<file path="src/rtl/arb_pkg.sv">
// Shared types and constants for the round-robin burst arbiter family.
package arb_pkg;

  typedef enum logic [1:0] {
    IDLE  = 2'd0,
    GRANT = 2'd1,
    GAP   = 2'd2
  } arb_state_e;

  localparam int ARB_N        = 4;
  localparam int ARB_MAX_HOLD = 8;

  // Width helper that never returns 0, so a 2-entry index still gets one bit.
  function automatic int clog2w(input int v);
    return (v <= 2) ? 1 : $clog2(v);
  endfunction

endpackage

</file>
<file path="src/rtl/rr_pick.sv">
// Combinational rotating-priority encoder: the first set req at or after ptr wins,
// searching ptr..N-1 and then wrapping to 0..ptr-1.
module rr_pick
  import arb_pkg::*;
#(
  parameter int N   = ARB_N,
  parameter int IDW = clog2w(N)
) (
  input  logic [N-1:0]   req,
  input  logic [IDW-1:0] ptr,
  output logic           any,
  output logic [IDW-1:0] win_id
);

  localparam int PW = IDW + 1;

  logic [2*N-1:0] dbl_req;
  logic [2*N-1:0] masked;

  assign dbl_req = {req, req};

  // The upper copy is never masked, so the wrap-around part of the search
  // falls out of a plain lowest-bit-first encode over the doubled vector.
  for (genvar gi = 0; gi < 2 * N; gi++) begin : g_mask
    assign masked[gi] = dbl_req[gi] & (PW'(gi) >= {1'b0, ptr});
  end

  always_comb begin
    any    = |req;
    win_id = '0;
    for (int i = 2 * N - 1; i >= 0; i--) begin
      if (masked[i]) begin
        win_id = IDW'(i % N);
      end
    end
  end

endmodule

</file>
<file path="src/rtl/rr_burst_arbiter.sv">
// N-way round-robin arbiter with bounded ownership and a one-cycle dead gap
// after every release. All outputs come straight from flops.
module rr_burst_arbiter
  import arb_pkg::*;
#(
  parameter int N        = ARB_N,
  parameter int MAX_HOLD = ARB_MAX_HOLD,
  parameter int IDW      = clog2w(N)
) (
  input  logic           clk,
  input  logic           rest_n,
  input  logic [N-1:0]   req,
  input  logic [N-1:0]   done,
  output logic [N-1:0]   gnt,
  output logic [IDW-1:0] gnt_id,
  output logic           busy,
  output logic           timeout
);

  // Sized for MAX_HOLD itself so the budget compare happens before any wrap.
  localparam int HW = clog2w(MAX_HOLD + 1);

  arb_state_e     state_q, state_d;
  logic [N-1:0]   gnt_q, gnt_d;
  logic [IDW-1:0] gnt_id_q, gnt_id_d;
  logic [IDW-1:0] ptr_q, ptr_d;
  logic           busy_q, busy_d;
  logic           timeout_q, timeout_d;
  logic [HW-1:0]  hold_q, hold_d;

  logic           pick_any;
  logic [IDW-1:0] pick_id;
  logic [IDW-1:0] next_ptr;
  logic           rel_done, rel_drop, rel_max;

  rr_pick #(
    .N   (N),
    .IDW (IDW)
  ) u_pick (
    .req    (req),
    .ptr    (ptr_q),
    .any    (pick_any),
    .win_id (pick_id)
  );

  // Only the current owner's strobes matter; gnt_id_q is the owner in GRANT.
  assign rel_done = done[gnt_id_q];
  assign rel_drop = ~req[gnt_id_q];
  assign rel_max  = (hold_q == HW'(MAX_HOLD));
  assign next_ptr = (gnt_id_q == IDW'(N - 1)) ? '0 : gnt_id_q + IDW'(1);

  always_comb begin
    state_d   = state_q;
    gnt_d     = gnt_q;
    gnt_id_d  = gnt_id_q;
    ptr_d     = ptr_q;
    busy_d    = busy_q;
    timeout_d = 1'b0;
    hold_d    = hold_q;

    case (state_q)
      IDLE: begin
        if (pick_any) begin
          state_d         = GRANT;
          gnt_d           = '0;
          gnt_d[pick_id]  = 1'b1;
          gnt_id_d        = pick_id;
          busy_d          = 1'b1;
          hold_d          = HW'(1);
        end
      end
      GRANT: begin
        if (rel_done || rel_drop || rel_max) begin
          state_d   = GAP;
          gnt_d     = '0;
          busy_d    = 1'b0;
          ptr_d     = next_ptr;
          timeout_d = rel_max && !rel_done && !rel_drop;
        end else begin
          hold_d = hold_q + HW'(1);
        end
      end
      GAP: begin
        state_d = IDLE;
      end
      default: begin
        state_d = IDLE;
        gnt_d   = '0;
        busy_d  = 1'b0;
      end
    endcase
  end

  always_ff @(posedge clk or negedge rest_n) begin
    if (!rest_n) begin
      state_q   <= IDLE;
      gnt_q     <= '0;
      gnt_id_q  <= '0;
      ptr_q     <= '0;
      busy_q    <= 1'b0;
      timeout_q <= 1'b0;
      hold_q    <= '0;
    end else begin
      state_q   <= state_d;
      gnt_q     <= gnt_d;
      gnt_id_q  <= gnt_id_d;
      ptr_q     <= ptr_d;
      busy_q    <= busy_d;
      timeout_q <= timeout_d;
      hold_q    <= hold_d;
    end
  end

  assign gnt     = gnt_q;
  assign gnt_id  = gnt_id_q;
  assign busy    = busy_q;
  assign timeout = timeout_q;

endmodule

</file>
<file path="config.mk">
export PLATFORM = sky130hd
export DESIGN_NAME = rr_burst_arbiter
export DESIGN_NICKNAME = d
export VERILOG_FILES = /design/src/rtl/arb_pkg.sv /design/src/rtl/rr_pick.sv /design/src/rtl/rr_burst_arbiter.sv
export SDC_FILE = /design/constraint.sdc
export NUM_CORES = 1
export LEC_CHECK = 0
export ABC_AREA = 1
export ABC_CLOCK_PERIOD_IN_PS = 3100
export BUFFER_PORTS_ARGS = -buffer_cell sky130_fd_sc_hd__buf_2
export CELL_PAD_IN_SITES_DETAIL_PLACEMENT = 1
export CELL_PAD_IN_SITES_GLOBAL_PLACEMENT = 1
export CORE_MARGIN = 2
export CORE_UTILIZATION = 43
export CTS_CLUSTER_SIZE = 30
export DETAILED_ROUTE_END_ITERATION = 10
export HOLD_SLACK_MARGIN = 0.05
export PLACE_DENSITY = 0.89
export SLEW_MARGIN = 20
export SYNTH_ARGS = -nofsm -noshare
export SYNTH_HDL_FRONTEND = slang
export SYNTH_SLANG_ARGS = --single-unit
</file>
<file path="constraint.sdc">
create_clock -name clk -period 3.1 [get_ports clk]
set_input_delay 0.31 -clock clk [delete_from_list [all_inputs] [get_ports clk]]
set_output_delay 0.31 -clock clk [all_outputs]
set_load 0.02 [all_outputs]
</file>
==> results.json, run 1 <==
{
  "status": "finished clean",
  "vias": 778,
  "synthMuxAreaShare": 0,
  "worstPathMaxFanout": 9,
  "grt-ovfl-total": 0,
  "setup_viol": 0,
  "design_area_mm2": 0.00109,
  "yosysWarnings": 0,
  "final_common_cell": "nand2_1",
  "max_clock_freq_ghz": 0.717,
  "startpoint_type": "flop",
  "layout.nets": 144,
  "drt-vias-per-instance": 4.99,
  "netlist.top_cell.by_area": "dfrtp_1",
  "die_area_mm2": 0.00258,
  "fin_cells": 156,
  "yosysSeqAreaShare": 0.425,
  "antennaDiodeCount": 0,
  "slew_headroom": 0.764,
  "grt_pass1_wl_um": 3530,
  "syn_inst": 108,
  "reg2reg_from": "hold_q[0]",
  "powerDensity_mw_per_mm2": 934,
  "grt_pass1_vias": 782,
  "clockBufferDepth": 2,
  "worstPathRequired_ns": 3.29,
  "antenna_left": 0,
  "yosys.cell_types.count": 27,
  "syn_to_final_growth_pct": 16.1,
  "switching_share": 0.474,
  "r2r_setup_slack_ns": 1.70,
  "dp.final_hpwl_um": 1760,
  "leakage_nw": 0.617,
  "synth_edf_count": 0,
  "synth_seq_cells": 16,
  "core_area_mm2": 0.00202,
  "synthArstFlopShare": 1.00,
  "wl_per_cell_um": 13.2,
  "finalHoldViolations": 0,
  "grt.total_usage": 0.188,
  "clkTransAtPathRegs_ns": 0.09,
  "fin_worst_skew_ns": 0.00995,
  "finalCritPeriodShare": 0.450,
  "combPwrFrac": 0.523,
  "yosys.area_share.simple": 0.417,
  "synthTopCellsByArea": "dfrtp_1, nand2_1, nand3_1",
  "clock_sinks": 16,
  "power_w": 0.00102,
  "vdd_ir_drop_max_mv": 0.464,
  "firstDrtPassIters": 4,
  "initial_core_util": 0.466,
  "dieHeight_um": 50.8,
  "globalplace.congestion": 0.814,
  "routed_wl_um": 2060,
  "clock_latency_ns": 0.28,
  "dp.cells": 152,
  "io_pins": 18,
  "synthXorXnorAreaFrac": 0.0186,
  "slew_violations": 0,
  "synth_top_family_by_area": "simple AND/OR/NAND/NOR gates",
  "fin_crit_ns": 1.40,
  "r2r-end": "gnt[2]",
  "mostFrequentLayoutCells": "nand2_1, buf_2, dfrtp_1, inv_1, nand3_1",
  "p_sw_w": 0.000485,
  "critPathCapture": "gnt[2]",
  "synthFlopType": "dfrtp_1",
  "cts_tree": "done",
  "synth.avg_cell_area_um2": 8.72,
  "antenna_found_initial": 0,
  "crit_type": "flop to flop",
  "synth_fa_ha_area_frac": 0.0398,
  "cts-root-buf": "clkbuf_4",
  "syn_nets": 121,
  "whs_ns": 0.463,
  "htree_levels": 1,
  "synth_area_um2": 942,
  "crit_path_end_kind": "flop",
  "r2r_cells": 7,
  "layout-drive-gt1-share": 0.295,
  "row_count": 16,
  "crit_path_start": "hold_q[0]",
  "rsz0062_at_grt": "no",
  "synth_top_area_share": 0.425,
  "numCtsBuffers": 3,
  "power.internal_w": 0.000537,
  "hold_path.class": "input port to asynchronous set/reset pin",
  "portBuffers": 17,
  "drc_errors": 0,
  "synth_compound_area_frac": 0.0412,
  "die_w_um": 50.8,
  "cap_viol_max_count": 0,
  "cts_resized": 0,
  "post_dp_cell_area_mm2": 0.00106,
  "pwr-share-clk": 0.102,
  "arrival_ns": 1.58,
  "drt_iter0_drc": 7,
  "fin_tns_setup_ns": 0,
  "grt_max_degree": 17,
  "sequentialPowerShare": 0.375,
  "tightestPinTransition_ns": 0.354
}
==> cells by family (layout without fill, tap and decap cells) <==
| group | after synthesis | in the layout |
|---|---|---|
| XOR/XNOR | 2 | 2 |
| flip-flops | 16 | 16 |
| AO/OA/AOI/OAI | 7 | 7 |
| buffers and inverters | 14 | 35 |
| adder cells (fa/ha/maj) | 3 | 3 |
| AND/OR/NAND/NOR | 66 | 66 |
==> metrics by stage <==
stage	setup slack (ns)	utilization
6_report	1.70	0.541
5_1_grt	1.58	0.541
4_1_cts	1.68	0.541
3_5_place_dp	1.68	0.525
3_3_place_gp	1.81	0.525
2_1_floorplan	1.85	-
==> layer usage <==
metal,share of wire,vias to the layer above,global-route usage
met5,0,-,0
met4,0,0,0.0270
met3,0.037,0,0.0526
met2,0.51,14,0.344
met1,0.45,375,0.223
li1,-,389,-
==> cell usage after synthesis, types with 2 or more instances <==
library cell,instances
o21ai_1,2
nand2_2,2
inv_1,11
nand2_1,28
dfrtp_1,16
nand4_1,2
nand3_1,10
nand3_2,2
nand2_4,3
o21ai_0,3
inv_2,2
nor2_1,9
nand3b_1,2
ha_1,3
==> critical path, cell delays in order (launching register included) <==
cell and delay, ns:
dfrtp_1 0.42, inv_1 0.10, ha_1 0.22, nand3b_4 0.13, nand4_4 0.19, nand3_4 0.11, nand2_1 0.08, nand2_1 0.05
==> layout make-up <==
type / count / area (um2)
Inverter: 14 / 55.1
Multi-Input combinational cell: 78 / 487
Clock buffer: 3 / 22.5
Fill cell: 259 / 928
Timing Repair Buffer: 18 / 95.1
Sequential cell: 16 / 400
Tap cell: 27 / 33.8
==> power groups by stage <==
stage          Combinational (W)  Clock, W  Sequential (W)
2_1_floorplan           0.000368         0        0.000416
3_3_place_gp            0.000520         0        0.000382
3_5_place_dp            0.000545         0        0.000388
4_1_cts                 0.000546  0.000110        0.000385
5_1_grt                 0.000599  0.000116        0.000400
6_report                0.000534  0.000104        0.000383
==> worst min-delay path by stage <==
| stage | startpoint | to |
|---|---|---|
| floorplan | rest_n | busy |
| global placement | rest_n | gnt_id[0] |
| detailed placement | rest_n | gnt_id[0] |
| CTS | rest_n | gnt_id[0] |
| global route | rest_n | gnt_id[0] |
| finish | rest_n | gnt_id[0] |
==> registers in the layout, summed over array words and instances, names as in the netlist <==
name	flops
gnt	4
hold_q	4
gnt_id	2
ptr_q	2
state_q	2
busy	1
timeout	1
==> what timing repair did <==
action	CTS	global route
setup buffers	0	0
setup endpoints to repair	0	0
hold buffers	1	0
endpoints found under the hold margin	16	0
Power figures use the tool's default switching activity.
==> run 2, diff against run 1 <==
--- a/config.mk
+++ b/config.mk
@@ -5,17 +5,17 @@
 export SDC_FILE = /design/constraint.sdc
 export NUM_CORES = 1
 export LEC_CHECK = 0
-export ABC_AREA = 1
-export ABC_CLOCK_PERIOD_IN_PS = 3100
+export ABC_AREA = 0
+export ABC_CLOCK_PERIOD_IN_PS = 1150
 export BUFFER_PORTS_ARGS = -buffer_cell sky130_fd_sc_hd__buf_2
 export CELL_PAD_IN_SITES_DETAIL_PLACEMENT = 1
 export CELL_PAD_IN_SITES_GLOBAL_PLACEMENT = 1
 export CORE_MARGIN = 2
-export CORE_UTILIZATION = 43
+export CORE_UTILIZATION = 36
 export CTS_CLUSTER_SIZE = 30
 export DETAILED_ROUTE_END_ITERATION = 10
 export HOLD_SLACK_MARGIN = 0.05
-export PLACE_DENSITY = 0.89
+export PLACE_DENSITY = 0.79
 export SLEW_MARGIN = 20
 export SYNTH_ARGS = -nofsm -noshare
 export SYNTH_HDL_FRONTEND = slang
==> constraint.sdc (replaced) <==
create_clock -name clk -period 1.15 [get_ports clk]
set_input_delay 0.115 -clock clk [delete_from_list [all_inputs] [get_ports clk]]
set_output_delay 0.115 -clock clk [all_outputs]
set_load 0.02 [all_outputs]
==> results.json, run 2 <==
{
  "status": "complete, but fails checks",
  "violations": "setup timing",
  "syn_inst": 87,
  "layout-drive-gt1-share": 0.601,
  "antenna_left": 0,
  "vias": 910,
  "worstPathRequired_ns": 1.31,
  "slowest_delay_ns": 0.57,
  "crit_family": "multiplexers",
  "setup_viol": 17,
  "final_common_cell": "buf_4",
  "die_area_mm2": 0.00287,
  "synth_common_cells": "dfrtp_1, nand2_1, inv_1, nand2b_1, nor2_1",
  "yosysMostFrequentCell": "dfrtp_1",
  "hold_path.class": "input port to asynchronous set/reset pin",
  "clockBufferDepth": 2,
  "switching_share": 0.413,
  "leakage_nw": 0.713,
  "finalHoldViolations": 0,
  "syn_nets": 100,
  "fin_worst_skew_ns": 0.00558,
  "antennaDiodeCount": 0,
  "numCtsBuffers": 3,
  "worst-path-buf-inv": 1,
  "startpoint_type": "flop",
  "synth_top_area_share": 0.453,
  "nFillCells": 250,
  "firstDrtPassIters": 4,
  "drt_iter0_drc": 22,
  "dp.final_hpwl_um": 2140,
  "syn_to_final_growth_pct": 72.0,
  "sequentialPowerShare": 0.242,
  "drc_errors": 0,
  "globalplace.congestion": 0.814,
  "grt_pass1_wl_um": 5260,
  "cts-root-buf": "clkbuf_4",
  "combPwrFrac": 0.662,
  "mostFrequentLayoutCells": "buf_4, dfrtp_1, buf_2, nand2_1, buf_6",
  "synthTopCellsByArea": "dfrtp_1, mux4_2, ha_1",
  "cp_cell_sequence": "mux4_2 > buf_6 > a31oi_4 > o32ai_2",
  "grt-ovfl-total": 0,
  "worstPathMaxFanout": 5,
  "synthArstFlopShare": 1.00,
  "htree_levels": 1,
  "dp.cells": 160,
  "cap_viol_max_count": 0,
  "core_area_mm2": 0.00228,
  "io_pins": 18,
  "fin_cells": 171,
  "die_w_um": 53.5,
  "arrival_ns": 1.79,
  "place_ws_ns": -0.476,
  "initial_core_util": 0.388,
  "vdd_ir_drop_max_mv": 1.46,
  "yosys.cell_types.count": 32,
  "drt-vias-per-instance": 5.32,
  "cpMaxStageDelayCell": "mux4_2",
  "grt.total_usage": 0.273,
  "post_dp_cell_area_mm2": 0.00123,
  "netlist.top_cell.by_area": "dfrtp_1",
  "synthFlopType": "dfrtp_1",
  "clkTransAtPathRegs_ns": 0.10,
  "grt_max_degree": 17,
  "yosysSeqAreaShare": 0.453,
  "clock_sinks": 16,
  "power.internal_w": 0.00236,
  "synth_seq_cells": 16,
  "cts_tree": "done",
  "finalCritPeriodShare": 1.42,
  "rsz0062_at_grt": "yes",
  "synth_area_um2": 883,
  "slew_headroom": 0.742,
  "fin_crit_ns": 1.63,
  "clock_latency_ns": 0.29,
  "yosysWarnings": 0,
  "r2r_setup_slack_ns": -0.48,
  "crit_type": "flop to flop",
  "tightestPinTransition_ns": 0.387,
  "slew_violations": 0,
  "row_count": 17,
  "setup_ws_ns": -0.478,
  "p_sw_w": 0.00167,
  "grt_pass1_vias": 1028,
  "routed_wl_um": 3390,
  "dieHeight_um": 53.5,
  "design_area_mm2": 0.00152,
  "antenna_found_initial": 0,
  "max_clock_freq_ghz": 0.614,
  "synth.avg_cell_area_um2": 10.2,
  "synth_edf_count": 0,
  "powerDensity_mw_per_mm2": 2650,
  "portBuffers": 17,
  "crit_path_end_kind": "flop",
  "wl_per_cell_um": 19.8,
  "pwr-share-clk": 0.096,
  "layout.nets": 157
}
[run 2: cell types whose count changed after synthesis, moves of 3 or more]
cell and delta:
inv_1 -5, nand2b_1 +6, nor2b_1 +5, nor2_1 -3, nand3_1 -7, nand2_4 -3
nand2_1 -20
[run 2: worst register-to-register path, cell delays in order (launching register included)]
cell,delay [ns]
dfrtp_2,0.41
mux4_2,0.57
buf_6,0.15
a31oi_4,0.24
o32ai_2,0.14
[run 2: path summary, 6_finish.rpt]
path | cells past startpoint | startpoint | to
worst max-delay path | 4 | gnt_id[1] | gnt[0]
worst min-delay path | 2 | rest_n | gnt[2]
worst max register to register | 4 | gnt_id[1] | gnt[0]
worst min register to register | 2 | busy | busy
max in group asynchronous | 2 | rest_n | gnt_id[1]
min in group clk | 5 | req[0] | gnt[3]
[run 2: stage by stage]
step / setup TNS [ns] / total power (W) / util / hold slack [ns]
3_5_place_dp: -5.62 / 0.00280 / 0.540 / 0.0566
2_1_floorplan: -4.85 / 0.00193 / - / -0.181
4_1_cts: -5.48 / 0.00373 / 0.635 / 0.266
5_1_grt: -6.44 / 0.00427 / 0.667 / 0.277
3_3_place_gp: -4.61 / 0.00269 / 0.540 / 0.0406
6_report: -5.77 / 0.00403 / 0.667 / 0.264
[run 2: cell families after synthesis]
family / synth area share
and+or+nand+nor: 0.220
AOI/OAI and AO/OA: 0.143
DFF: 0.453
buffers and inverters: 0.0297
adders and majority gates: 0.0425
muxes: 0.112
[run 2: repair_timing]
action                                  4_1_cts  5_1_grt
hold endpoints to repair                     16        0
gates resized for setup                      26       14
setup buffers                                 7        1
endpoints found under the setup margin       18       18
hold buffers                                  1        0
pin swaps                                    10        3
[run 2: metal layers]
| metal | track usage | routed length, um |
|---|---|---|
| met1 | 0.303 | 1410 |
| met2 | 0.521 | 1830 |
| met5 | 0 | 0 |
| met3 | 0.0444 | 61 |
| met4 | 0.0983 | 91 |
[run 2: power by group through the flow]
stage,Combinational (W),Sequential [W],Clock (W)
after floorplan,0.000824,0.00111,0
after global placement,0.00176,0.000934,0
after detailed placement,0.00184,0.000965,0
after CTS,0.00238,0.000952,0.000405
after global routing,0.00284,0.000997,0.000432
final,0.00267,0.000974,0.000386
[run 2: layout make-up]
cell class / instances / area, um2 / share of cell area
clock buffers: 4 / 36.3 / 0.0239
inverters: 6 / 22.5 / 0.0148
multi-input cells: 64 / 634 / 0.418
flip-flops and latches: 16 / 402 / 0.264
well taps: 28 / 35.0 / 0.0231
repair buffers: 53 / 389 / 0.256
